## config.mk

```make
export PLATFORM = sky130hd
export DESIGN_NAME = msm_batch_sequencer
export DESIGN_NICKNAME = d
export VERILOG_FILES = /design/src/rtl/msm_seq_pkg.sv /design/src/rtl/msm_seq_watchdog.sv /design/src/rtl/msm_batch_sequencer.sv
export SDC_FILE = /design/constraint.sdc
export NUM_CORES = 1
export LEC_CHECK = 0
export CAP_MARGIN = 10
export CORE_AREA = 2 2 97 99
export CTS_CLUSTER_DIAMETER = 30
export DETAILED_ROUTE_END_ITERATION = 10
export DIE_AREA = 0 0 99 101
export PLACE_DENSITY = 0.71
export SYNTH_ARGS = -nofsm -noshare
export SYNTH_HDL_FRONTEND = slang
export SYNTH_SLANG_ARGS = --single-unit
export TNS_END_PERCENT = 10
```

## constraint.sdc

```tcl
create_clock -name ap_clk -period 2.8 [get_ports ap_clk]
set_input_delay 0.28 -clock ap_clk [delete_from_list [all_inputs] [get_ports ap_clk]]
set_output_delay 0.28 -clock ap_clk [all_outputs]
set_load 0.1 [all_outputs]
```

## src/rtl/msm_seq_pkg.sv

```systemverilog
// Shared types and default sizing for the msm_arr batch sequencer.
// MSM_MEM_SIZE is also the window size used by the test memory model.
package msm_seq_pkg;

  typedef enum logic [1:0] {
    IDLE   = 2'd0,
    LAUNCH = 2'd1,
    WAIT   = 2'd2,
    FINISH = 2'd3
  } msm_seq_state_e;

  localparam int unsigned DEF_ADDR_WIDTH     = 16;
  localparam int unsigned MSM_MEM_SIZE       = 16;
  localparam int unsigned DEF_BATCH_WIDTH    = 8;
  localparam int unsigned DEF_CYC_WIDTH      = 32;
  localparam int unsigned DEF_TIMEOUT_CYCLES = 1000000;

endpackage

```

## src/rtl/msm_seq_watchdog.sv

```systemverilog
// Per-batch cycle counter for the batch sequencer; expired is high on the
// LIMIT-th enabled cycle after clear. Only instantiated under MSM_SEQ_WATCHDOG_EN.
module msm_seq_watchdog
  import msm_seq_pkg::*;
#(
  parameter int unsigned LIMIT = DEF_TIMEOUT_CYCLES
) (
  input  logic clk,
  input  logic rst_n,
  input  logic clear,
  input  logic enable,
  output logic expired
);

  localparam int unsigned CW = $clog2(LIMIT + 1);
  localparam logic [CW-1:0] LAST = CW'(LIMIT - 1);

  logic [CW-1:0] cnt_q, cnt_d;

  always_comb begin
    cnt_d = cnt_q;
    if (clear) begin
      cnt_d = '0;
    end else if (enable && (cnt_q != LAST)) begin
      cnt_d = cnt_q + CW'(1);
    end
  end

  always_ff @(posedge clk or negedge rst_n) begin
    if (!rst_n) begin
      cnt_q <= '0;
    end else begin
      cnt_q <= cnt_d;
    end
  end

  assign expired = enable && (cnt_q == LAST);

endmodule

```

## src/rtl/msm_batch_sequencer.sv

```systemverilog
// Runs the msm_arr core once per MEM_SIZE-point window for a batch command.
// Optional per-batch watchdog: define MSM_SEQ_WATCHDOG_EN.
module msm_batch_sequencer
  import msm_seq_pkg::*;
#(
  parameter int unsigned ADDR_WIDTH     = DEF_ADDR_WIDTH,
  parameter int unsigned MEM_SIZE       = MSM_MEM_SIZE,
  parameter int unsigned BATCH_WIDTH    = DEF_BATCH_WIDTH,
  parameter int unsigned CYC_WIDTH      = DEF_CYC_WIDTH,
  parameter int unsigned TIMEOUT_CYCLES = DEF_TIMEOUT_CYCLES
) (
  input  logic                   ap_clk,
  input  logic                   ap_rst_n,
  input  logic                   cmd_valid,
  output logic                   cmd_ready,
  input  logic [BATCH_WIDTH-1:0] cmd_num_batches,
  input  logic [ADDR_WIDTH-1:0]  cmd_base_addr,
  input  logic                   abort,
  output logic                   msm_ap_start,
  input  logic                   msm_ap_ready,
  input  logic                   msm_ap_done,
  output logic [ADDR_WIDTH-1:0]  batch_offset,
  output logic [BATCH_WIDTH-1:0] batch_idx,
  output logic                   busy,
  output logic                   done_pulse,
  output logic                   status_aborted,
  output logic                   status_timeout,
  output logic [CYC_WIDTH-1:0]   cycle_count
);

  if (TIMEOUT_CYCLES == 0) begin : g_bad_timeout
    $error("TIMEOUT_CYCLES must be nonzero");
  end

  msm_seq_state_e state_q, state_d;
  logic [BATCH_WIDTH-1:0] num_q, num_d;
  logic [BATCH_WIDTH-1:0] batch_idx_q, batch_idx_d;
  logic [ADDR_WIDTH-1:0]  batch_offset_q, batch_offset_d;
  logic [CYC_WIDTH-1:0]   cycle_count_q, cycle_count_d;
  logic status_aborted_q, status_aborted_d;
  logic status_timeout_q, status_timeout_d;
  logic start_q, start_d;
  logic busy_q, busy_d;
  logic done_pulse_q, done_pulse_d;
  logic cmd_ready_q, cmd_ready_d;
  logic batch_end;
  logic wd_expired;

`ifdef MSM_SEQ_WATCHDOG_EN
  logic wd_clear;
  // A same-cycle ready+done relaunch stays in LAUNCH but still starts a new batch.
  assign wd_clear = (state_d == LAUNCH) && ((state_q != LAUNCH) || msm_ap_ready);

  msm_seq_watchdog #(
    .LIMIT (TIMEOUT_CYCLES)
  ) u_watchdog (
    .clk     (ap_clk),
    .rst_n   (ap_rst_n),
    .clear   (wd_clear),
    .enable  ((state_q == LAUNCH) || (state_q == WAIT)),
    .expired (wd_expired)
  );
`else
  assign wd_expired = 1'b0;
`endif

  always_comb begin
    state_d          = state_q;
    num_d            = num_q;
    batch_idx_d      = batch_idx_q;
    batch_offset_d   = batch_offset_q;
    cycle_count_d    = cycle_count_q;
    status_aborted_d = status_aborted_q;
    status_timeout_d = status_timeout_q;
    batch_end        = 1'b0;

    if (((state_q == LAUNCH) || (state_q == WAIT)) && !(&cycle_count_q)) begin
      cycle_count_d = cycle_count_q + CYC_WIDTH'(1);
    end

    unique case (state_q)
      IDLE: begin
        if (cmd_valid) begin
          num_d            = cmd_num_batches;
          batch_idx_d      = '0;
          batch_offset_d   = cmd_base_addr;
          cycle_count_d    = '0;
          status_aborted_d = 1'b0;
          status_timeout_d = 1'b0;
          state_d          = (cmd_num_batches == '0) ? FINISH : LAUNCH;
        end
      end
      LAUNCH: begin
        if (msm_ap_ready) begin
          state_d   = WAIT;
          batch_end = msm_ap_done;
        end else if (abort) begin
          status_aborted_d = 1'b1;
          state_d          = FINISH;
        end else if (wd_expired) begin
          status_timeout_d = 1'b1;
          state_d          = FINISH;
        end
      end
      WAIT: begin
        if (msm_ap_done) begin
          batch_end = 1'b1;
        end else if (wd_expired) begin
          status_timeout_d = 1'b1;
          state_d          = FINISH;
        end
      end
      FINISH: state_d = IDLE;
      default: state_d = IDLE;
    endcase

    // Shared by WAIT-done and the LAUNCH ready+done shortcut.
    if (batch_end) begin
      if (abort || (batch_idx_q == num_q - BATCH_WIDTH'(1))) begin
        status_aborted_d = abort;
        state_d          = FINISH;
      end else begin
        batch_idx_d    = batch_idx_q + BATCH_WIDTH'(1);
        batch_offset_d = batch_offset_q + ADDR_WIDTH'(MEM_SIZE);
        state_d        = LAUNCH;
      end
    end

    start_d      = (state_d == LAUNCH);
    busy_d       = (state_d != IDLE);
    done_pulse_d = (state_d == FINISH);
    cmd_ready_d  = (state_d == IDLE);
  end

  always_ff @(posedge ap_clk or negedge ap_rst_n) begin
    if (!ap_rst_n) begin
      state_q          <= IDLE;
      num_q            <= '0;
      batch_idx_q      <= '0;
      batch_offset_q   <= '0;
      cycle_count_q    <= '0;
      status_aborted_q <= 1'b0;
      status_timeout_q <= 1'b0;
      start_q          <= 1'b0;
      busy_q           <= 1'b0;
      done_pulse_q     <= 1'b0;
      cmd_ready_q      <= 1'b1;
    end else begin
      state_q          <= state_d;
      num_q            <= num_d;
      batch_idx_q      <= batch_idx_d;
      batch_offset_q   <= batch_offset_d;
      cycle_count_q    <= cycle_count_d;
      status_aborted_q <= status_aborted_d;
      status_timeout_q <= status_timeout_d;
      start_q          <= start_d;
      busy_q           <= busy_d;
      done_pulse_q     <= done_pulse_d;
      cmd_ready_q      <= cmd_ready_d;
    end
  end

  assign cmd_ready      = cmd_ready_q;
  assign msm_ap_start   = start_q;
  assign batch_offset   = batch_offset_q;
  assign batch_idx      = batch_idx_q;
  assign busy           = busy_q;
  assign done_pulse     = done_pulse_q;
  assign status_aborted = status_aborted_q;
  assign status_timeout = status_timeout_q;
  assign cycle_count    = cycle_count_q;

endmodule

```

; Word-level counts from Yosys, hierarchy flattened
; Index checks and enable logic that the tools add are counted.
[word_totals]
rom_bits = 0
mem_count = 0
latchBits = 0
ff_bits = 71
in_bits = 30
word_cells = 57
mem_bits_rw = 0
[op_classes]
n_eq_ne = 6
muxes = 27
bitwise = 0
n_mul = 0
n_addsub = 4
reduce_logical = 10
shifts = 0
div = 0
magnitude_cmp = 0
[op_table]
columns = op, count
row1 = 32-bit two-way mux, 3
row2 = 16-bit two-way mux, 4
row3 = 32-bit by 1-bit adder with 32-bit output (second input constant), 1
row4 = 8-bit two-way mux, 4
row5 = 32-bit AND reduction, 1
row6 = 16-bit by 5-bit adder with 16-bit output (second input constant), 1
row7 = 2-bit two-way mux, 6
row8 = 8-bit by 1-bit adder with 8-bit output (second input constant), 1
row9 = 8-bit == test, 1
row10 = 8-bit logical NOT, 1
row11 = 2-bit one-hot mux with 4 select lines, 1
row12 = 8-bit by 1-bit subtractor with 8-bit output (second input constant), 1
row13 = 1-bit two-way mux, 7
row14 = 2-bit == test (second input constant), 3
row15 = 2-bit by 1-bit == test with 1-bit output (second input constant), 2
row16 = 2-bit logical NOT, 2
row17 = 1-bit one-hot mux with 2 select lines, 2
row18 = 1-bit logical OR, 2
row19 = 2-bit AND reduction, 1
row20 = 2-bit nonzero test, 1
row21 = 1-bit logical AND, 1
row22 = 1-bit logical NOT, 1

; Logic depth before layout (Yosys ltp)
; Gate-level depths: netlist of the first run.
[depth]
word_depth = 6
ltp_mapped = 11
mapped_depth_nobuf = 9

; Worst setup path before layout of the first run
; Ideal clock, no wire load.
[synth_timing]
path_kind = reg-to-reg
start = register batch_idx_q[6], in the netlist batch_idx[6]
end = register batch_offset_q[6], in the netlist batch_offset[6]
setup_ns = 0.125
path_slack_ns = -0.102
path_stages_with_launch = 9
t_arrival_ns = 2.777
period_less_slack_ns = 2.902
required_time_ns = 2.675
n_path_buf = 1
path_cell_list = dfrtp_1 -> buf_1 -> nand2_1 -> nor3_1 -> o31ai_1 -> a2111oi_4 -> a21o_2 -> mux2_2 -> o221a_1
[synth_via]
elab_chain_cells = 4
[synth_rtl]
columns = element, line_no
row1 = from (decl), msm_batch_sequencer.sv:37  ; logic [BATCH_WIDTH-1:0] batch_idx_q, batch_idx_d;
row2 = from (signal assigned), msm_batch_sequencer.sv:151  ; batch_idx_q <= batch_idx_d;
row3 = 8-bit == test, msm_batch_sequencer.sv:119  ; if (abort || (batch_idx_q == num_q - BATCH_WIDTH'(1))) begin
row4 = 1-bit logical OR, msm_batch_sequencer.sv:119
row5 = 16-bit two-way mux, msm_batch_sequencer.sv:119
row6 = 16-bit two-way mux, msm_batch_sequencer.sv:118  ; if (batch_end) begin
row7 = named net batch_offset_d[6], msm_batch_sequencer.sv:38  ; logic [ADDR_WIDTH-1:0] batch_offset_q, batch_offset_d;
row8 = to (signal assigned), msm_batch_sequencer.sv:152  ; batch_offset_q <= batch_offset_d;
row9 = to (decl), msm_batch_sequencer.sv:38
; The timed path passes the listed nets, and every way through them passes these cells.
; A chain may end at the register's enable or synchronous reset.

; Worst setup path after layout of the first run
[layout_timing]
start = register num_q[0]
end = register batch_offset_q[6], in the netlist batch_offset[6]
[layout_via]
elab_chain_cells = 5
[layout_rtl]
columns = element, line_no
row1 = from (decl), msm_batch_sequencer.sv:36  ; logic [BATCH_WIDTH-1:0] num_q, num_d;
row2 = from (signal assigned), msm_batch_sequencer.sv:150  ; num_q <= num_d;
row3 = 8-bit by 1-bit subtractor with 8-bit output, msm_batch_sequencer.sv:119
row4 = 8-bit == test, msm_batch_sequencer.sv:119
row5 = 1-bit logical OR, msm_batch_sequencer.sv:119
row6 = 16-bit two-way mux, msm_batch_sequencer.sv:119
row7 = 16-bit two-way mux, msm_batch_sequencer.sv:118
row8 = named net batch_offset_d[6], msm_batch_sequencer.sv:38
; The timed path passes the listed nets, and every way through them passes these cells.

==> flow_metrics.py, run 1 <==
metrics = {
    "worst_setup_path": {
        "crit_start": "num_q[0]",
        "end_kind": "flop",
        "r2r-start": "num_q[0]",
        "regToRegEndpoint": "batch_offset[6]",
        "path_class": "flop to flop",
        "crit_top_cell": "buf_4",
        "ff2ff_path_depth": 10,
        "cpPeakStageDelay_ps": 380,
        "worst-path-buf-inv": 3,
        "crit_chain": "inv_1, ha_1, buf_4, nor4_1, o31ai_2, a2111oi_4, buf_4, a21o_2, mux2_2, o221a_1",
        "crit_end": "batch_offset[6]",
        "r2r_slack_ps": 120,
        "required_ps": 3040,
        "arrival_ps": 2910,
        "cp_max_fo": 6,
        "startpoint_type": "flop",
        "cpMaxStageDelayCell": "nor4_1",
        "critPathTopFamily": "compound AO/OA/AOI/OAI gates",
        "worstSetupPathDepth": 10,
    },
    "global_routing": {
        "grt_start_max_net_pins": 33,
        "grt_most_used_layer": "met2",
        "grtUsageMet1_pct": 26.30,
        "use_met3_pct": 4.092,
        "antenna_found_initial": 0,
        "grt_pass1_vias": 3227,
        "grt_overflow": 0,
        "grt_util_met2_pct": 30.51,
        "grt_pass1_wl_mm": 15.40,
        "grtUsageTotal_pct": 19.20,
    },
    "detailed_routing": {
        "first_pass_iters": 5,
        "wl_mm": 9.581,
        "via_per_inst": 5.321,
        "drc_errors": 0,
        "wire_per_inst_um": 15.02,
        "drt-initial-drc-count": 170,
        "ant_nets": 0,
        "vias": 3395,
    },
    "final_layout": {
        "drive_gt1_share_pct": 23.34,
        "n_antenna_cell": 0,
        "syn_to_final_growth_pct": 31.63,
        "nNetsFinal": 560,
    },
    "timing": {
        "tightest_slew_ps": 705.6,
        "finalCriticalPeriod_ps": 2676,
        "worst_slack_ps": 123.8,
        "finalHoldViolCount": 0,
        "finalClockSkew_ps": 11.06,
        "setup_tns_ps": 0,
        "max_slew_margin_pct": 52.96,
        "drv_slew": 0,
        "timing.hold.ws_ps": 496.3,
        "period_share_pct": 95.58,
        "max_freq_mhz": 373.7,
        "setup_viol": 0,
    },
    "clock_tree": {
        "clk_latency_ps": 350,
        "htree_levels": 3,
        "cts_made_buffers": 9,
        "clock_sinks": 71,
        "cts.clk_slew.worst_paths_ps": 80,
        "cts-root-buf": "clkbuf_8",
        "clockBufferDepth": 2,
        "cts_tree": "done",
    },
    "die": {
        "core-area_um2": 8977,
        "chipHeight_um": 101,
        "initial_core_util_pct": 43.40,
        "io-pin-count": 92,
        "die_area_um2": 9999,
        "rows": 35,
        "die_x_um": 99,
    },
    "synth": {
        "ys_seq_area_share_pct": 45.63,
        "avgSynthCellArea_um2": 9.457,
        "synth_largest_area_cell": "dfrtp_1",
        "yosys.area.top_type_share_pct": 44.96,
        "synth_ff_type": "dfrtp_1",
        "async_reset_ff_share_pct": 100.0,
        "synth_top_cells_by_area": "dfrtp_1, nor2_1, xor2_1",
        "syn_area_um2": 3896,
        "yosys_warnings": 0,
        "syn-num-nets": 450,
        "synth_edf_count": 0,
        "syn_inst": 412,
        "synth_seq_cells": 71,
        "post_synth_num_cell_types": 50,
    },
    "power_and_ir_drop": {
        "powerDensity_nw_per_um2": 1104,
        "finalPower_mw": 5.664,
        "leakage_nw": 2.363,
        "ir_drop_mv": 0.9064,
    },
    "flow_run": {
        "maxCapViolCount": 0,
    },
    "min_path": {
        "hold_path_class": "input pin to flop",
    },
    "place": {
        "post-place-ws_ps": 37.29,
        "place_hpwl_mm": 6.866,
        "gp_congestion": 0.8435,
        "port_buffers": 90,
    },
    "outcome": {
        "status": "finished, final reports clean",
    },
}
[flip-flops by register name, indices dropped and copies added (netlist names)]
| signal | flops |
|---|---|
| status_aborted | 1 |
| done_pulse | 1 |
| msm_ap_start | 1 |
| busy | 1 |
| cycle_count | 32 |
| batch_offset | 16 |
| state_q | 2 |
| batch_idx | 8 |
| num_q | 8 |
| cmd_ready | 1 |
[worst reg2reg max path: cells and delay by family (launching register included)]
family          cells  cell delay (ps)
buf+inv             3              390
compound gates      4              920
mux                 1              330
flops               1              340
simple gates        1              380
fa+ha+maj           1              220
[metal layers]
metal  up-vias  wire length [um]
met5         -                 0
met4         0               114
met3         8               456
met2        76              4622
met1      1650              4387
li1       1661                 -
[through the flow]
step                      instance area [um^2]  util [%]  cells
after floorplan                           3901         -    412
after global placement                    4858     54.12    618
after detailed placement                  4858     54.12    618
after CTS                                 5100     56.81    635
after global routing                      5129     57.13    638
final                                     5129     57.13    638
[cell families after synthesis]
family                   count (synthesis)  synth area share [%]
AND/OR/NAND/NOR                        194                 24.18
flip-flops                              71                 45.63
AO/OA/AOI/OAI                           54                 10.89
XOR/XNOR                                40                 8.991
buffers and inverters                   28                 3.211
multiplexers                            16                 4.432
adder cells (fa/ha/maj)                  8                 2.569
other                                    1               0.09625
[worst min path at each step]
stage	startpoint	end	slack, ps	depth (start not counted)
after floorplan	ap_rst_n	batch_idx[0]	-20	0
after global placement	ap_rst_n	batch_offset[10]	370	1
after detailed placement	ap_rst_n	batch_offset[10]	380	1
after CTS	cmd_num_batches[2]	num_q[2]	470	3
after global routing	cmd_num_batches[2]	num_q[2]	500	3
final	cmd_num_batches[2]	num_q[2]	500	3
[cells in the mapped netlist (all sizes together), types with 7 or more instances]
master	count
a21oi	8
and2	7
and3	12
and4	8
clkbuf	9
dfrtp	70
ha	8
inv	13
mux2	10
nand2	49
nand3	29
nand4	9
nor2	54
nor3	8
o21ai	18
o221a	9
xnor2	18
xor2	22
[area by class of cell]
cell class	instances	area [um^2]
well taps	111	138.9
flip-flops and latches	71	1783
multi-input cells	314	2008
clock inverters	5	80.08
fillers	782	3849
inverters	13	48.80
clock buffers	11	151.4
repair buffers	113	918.4
[layout by cell type, fill, tap and decap left out, types with 3 or more instances in the layout]
cell type	instances
and4_1	8
nor2_1	54
nor4_1	5
nand4_1	9
o21ai_0	17
dfrtp_1	66
a21oi_1	6
xor2_1	22
or3_1	4
and2_1	6
clkdlybuf4s50_1	28
nand2_1	48
a221o_1	3
inv_1	13
dfrtp_2	4
o221a_1	9
a31oi_1	3
xnor2_1	18
clkbuf_8	11
and3_1	12
mux2i_1	6
mux2_1	3
nand3_1	29
buf_4	83
nor3_1	8
ha_1	8
nor2b_1	3
mux2_2	7
[repair_timing]
item                                    4_1_cts  5_1_grt
hold buffers                                  1        0
endpoints found under the setup margin        0       20
buffers inserted                              0        2
gates resized for setup                       0        1
hold endpoints to repair                      9        0
[report_power, final]
group	total (mW)	switching [mW]	internal, mW
Sequential	1.56	0.269	1.30
Clock	0.946	0.397	0.549
Combinational	3.15	2.26	0.898
Total	5.66	2.92	2.74
Note: power is estimated with default switching activity, not from simulation.
==> run 2, diff against run 1 <==
--- a/config.mk
+++ b/config.mk
@@ -5,12 +5,15 @@
 export SDC_FILE = /design/constraint.sdc
 export NUM_CORES = 1
 export LEC_CHECK = 0
+export ABC_AREA = 0
 export CAP_MARGIN = 10
 export CORE_AREA = 2 2 97 99
 export CTS_CLUSTER_DIAMETER = 30
 export DETAILED_ROUTE_END_ITERATION = 10
 export DIE_AREA = 0 0 99 101
 export PLACE_DENSITY = 0.71
+export REMOVE_ABC_BUFFERS = 1
+export SLEW_MARGIN = 0
 export SYNTH_ARGS = -nofsm -noshare
 export SYNTH_HDL_FRONTEND = slang
 export SYNTH_SLANG_ARGS = --single-unit
==> run 2 against run 1 <==
Effect of this change:
- cell area down 2.2%
- critical path depth is 2 lower
- combinational power shrank 3%
- sequential cell count is the same
- first-iteration DRC count shrank 1.8%
- wire length up 1.7%
- global-route usage up 0.96 points
- register-to-register slack worse by 40 ps
==> flow_metrics.py, run 2 (synthesized netlist as in run 1, its figures left out) <==
metrics = {
    "outcome": {
        "status": "finished, final reports clean",
    },
    "die": {
        "initial_core_util_pct": 43.40,
        "rows": 35,
        "chipHeight_um": 101,
        "core-area_um2": 8977,
        "io-pin-count": 92,
        "die_area_um2": 9999,
        "die_x_um": 99,
    },
    "detailed_routing": {
        "vias": 3422,
        "wire_per_inst_um": 15.50,
        "drt-initial-drc-count": 167,
        "drc_errors": 0,
        "wl_mm": 9.747,
        "ant_nets": 0,
        "via_per_inst": 5.440,
        "first_pass_iters": 4,
    },
    "timing": {
        "max_freq_mhz": 368.3,
        "finalCriticalPeriod_ps": 2715,
        "timing.hold.ws_ps": 434.9,
        "setup_viol": 0,
        "tightest_slew_ps": 592.0,
        "period_share_pct": 96.98,
        "drv_slew": 0,
        "max_slew_margin_pct": 60.44,
        "worst_slack_ps": 84.55,
        "rsz0062_at_grt": "true",
        "finalClockSkew_ps": 11.91,
        "finalHoldViolCount": 0,
    },
    "final_layout": {
        "final_common_cell": "buf_4",
        "layout.cells.non_filler": 629,
        "syn_to_final_growth_pct": 28.71,
        "mostFrequentLayoutCells": "buf_4, dfrtp_1, nor2_1, nand2_1, nand3_1",
        "fill_cells": 791,
        "finish.utilization_pct": 55.86,
        "nNetsFinal": 551,
        "largest_reg_flops": 32,
        "final_area_um2": 5015,
        "n_antenna_cell": 0,
        "drive_gt1_share_pct": 21.04,
    },
    "place": {
        "dp_cells": 611,
        "post-place-ws_ps": -32.04,
        "place_area_um2": 4801,
        "place_hpwl_mm": 6.947,
        "gp_congestion": 0.8800,
        "port_buffers": 90,
    },
    "clock_tree": {
        "cts-resized-gates": 0,
        "clk_latency_ps": 350,
        "cts.clk_slew.worst_paths_ps": 80,
        "htree_levels": 3,
        "clockBufferDepth": 2,
        "cts_made_buffers": 9,
        "clock_sinks": 71,
        "cts_tree": "done",
        "cts-root-buf": "clkbuf_8",
    },
    "worst_setup_path": {
        "startpoint_type": "flop",
        "ff2ff_path_depth": 8,
        "crit_start": "num_q[0]",
        "regToRegEndpoint": "batch_offset[14]",
        "path_class": "flop to flop",
        "end_kind": "flop",
        "arrival_ps": 2950,
        "r2r-start": "num_q[0]",
        "r2r_slack_ps": 80,
        "cp_max_fo": 12,
        "required_ps": 3030,
    },
    "global_routing": {
        "antenna_found_initial": 0,
        "grt_pass1_wl_mm": 16.08,
        "grt_overflow": 0,
        "grt_start_max_net_pins": 42,
        "grt_pass1_vias": 3279,
        "grtUsageTotal_pct": 20.16,
    },
    "power_and_ir_drop": {
        "ir_drop_mv": 0.8191,
        "leakage_nw": 2.320,
        "powerDensity_nw_per_um2": 1090,
    },
    "min_path": {
        "hold_path_class": "input pin to async pin",
    },
    "flow_run": {
        "maxCapViolCount": 0,
    },
}
run 2: worst max path at each step:
stage                                  end  slack (ps)  cells after the start
after floorplan            batch_offset[9]        -360                      7
after global placement     batch_offset[8]         120                     10
after detailed placement   batch_offset[9]         -30                     10
after CTS                  batch_offset[6]         100                      9
after global routing      batch_offset[14]         -30                      9
final                     batch_offset[14]          80                      8
run 2: area by class of cell:
type / instances / area, um^2 / area share, %
clock inverter: 7 / 71.32 / 1.422
sequential: 71 / 1778 / 35.45
clock buffer: 9 / 123.9 / 2.470
timing repair buffer: 104 / 850.8 / 16.97
tap: 111 / 138.9 / 2.769
multi-input combinational: 314 / 2003 / 39.95
inverter: 13 / 48.80 / 0.9731
run 2: report_power, final:
part           leakage, nW  switching [mW]  total, mW  internal [mW]
registers            0.919           0.280       1.57           1.30
logic                 1.30            2.23       3.07          0.838
clock network        0.103           0.408      0.821          0.413
run 2: metal layers:
layer	track usage, %	vias up	wire, um
met5	0	-	0
met4	7.692	0	98
met3	5.062	10	549
met2	30.67	111	4527
met1	27.85	1654	4571
li1	-	1647	-
run 2: critical path, stage by stage, from the launching register on:
cell,delay (ps)
dfrtp_1,390
buf_4,150
or2_1,260
nor4_1,310
xnor2_1,170
a2111oi_4,500
a21oi_4,220
mux2_1,370
o221a_1,230
run 2: timing repair:
item	CTS	global route
endpoints found under the hold margin	18	0
pin swaps	2	1
setup endpoints to repair	5	10
setup buffers	0	0
hold buffers	1	0
gates cloned	1	0
run 2: through the flow:
| step | power (mW) | TNS (ps) |
|---|---|---|
| after global routing | 5.775 | -189.5 |
| after floorplan | 3.883 | -3379 |
| after CTS | 5.499 | 0 |
| final | 5.468 | 0 |
| after detailed placement | 4.649 | -67.11 |
| after global placement | 4.593 | 0 |
==> run 3, diff against run 2 <==
--- a/config.mk
+++ b/config.mk
@@ -13,7 +13,7 @@
 export DIE_AREA = 0 0 99 101
 export PLACE_DENSITY = 0.71
 export REMOVE_ABC_BUFFERS = 1
-export SLEW_MARGIN = 0
+export SLEW_MARGIN = 20
 export SYNTH_ARGS = -nofsm -noshare
 export SYNTH_HDL_FRONTEND = slang
 export SYNTH_SLANG_ARGS = --single-unit
==> results of run 3 <==
No change in the layout: final DEF, timing and power equal those of run 2.
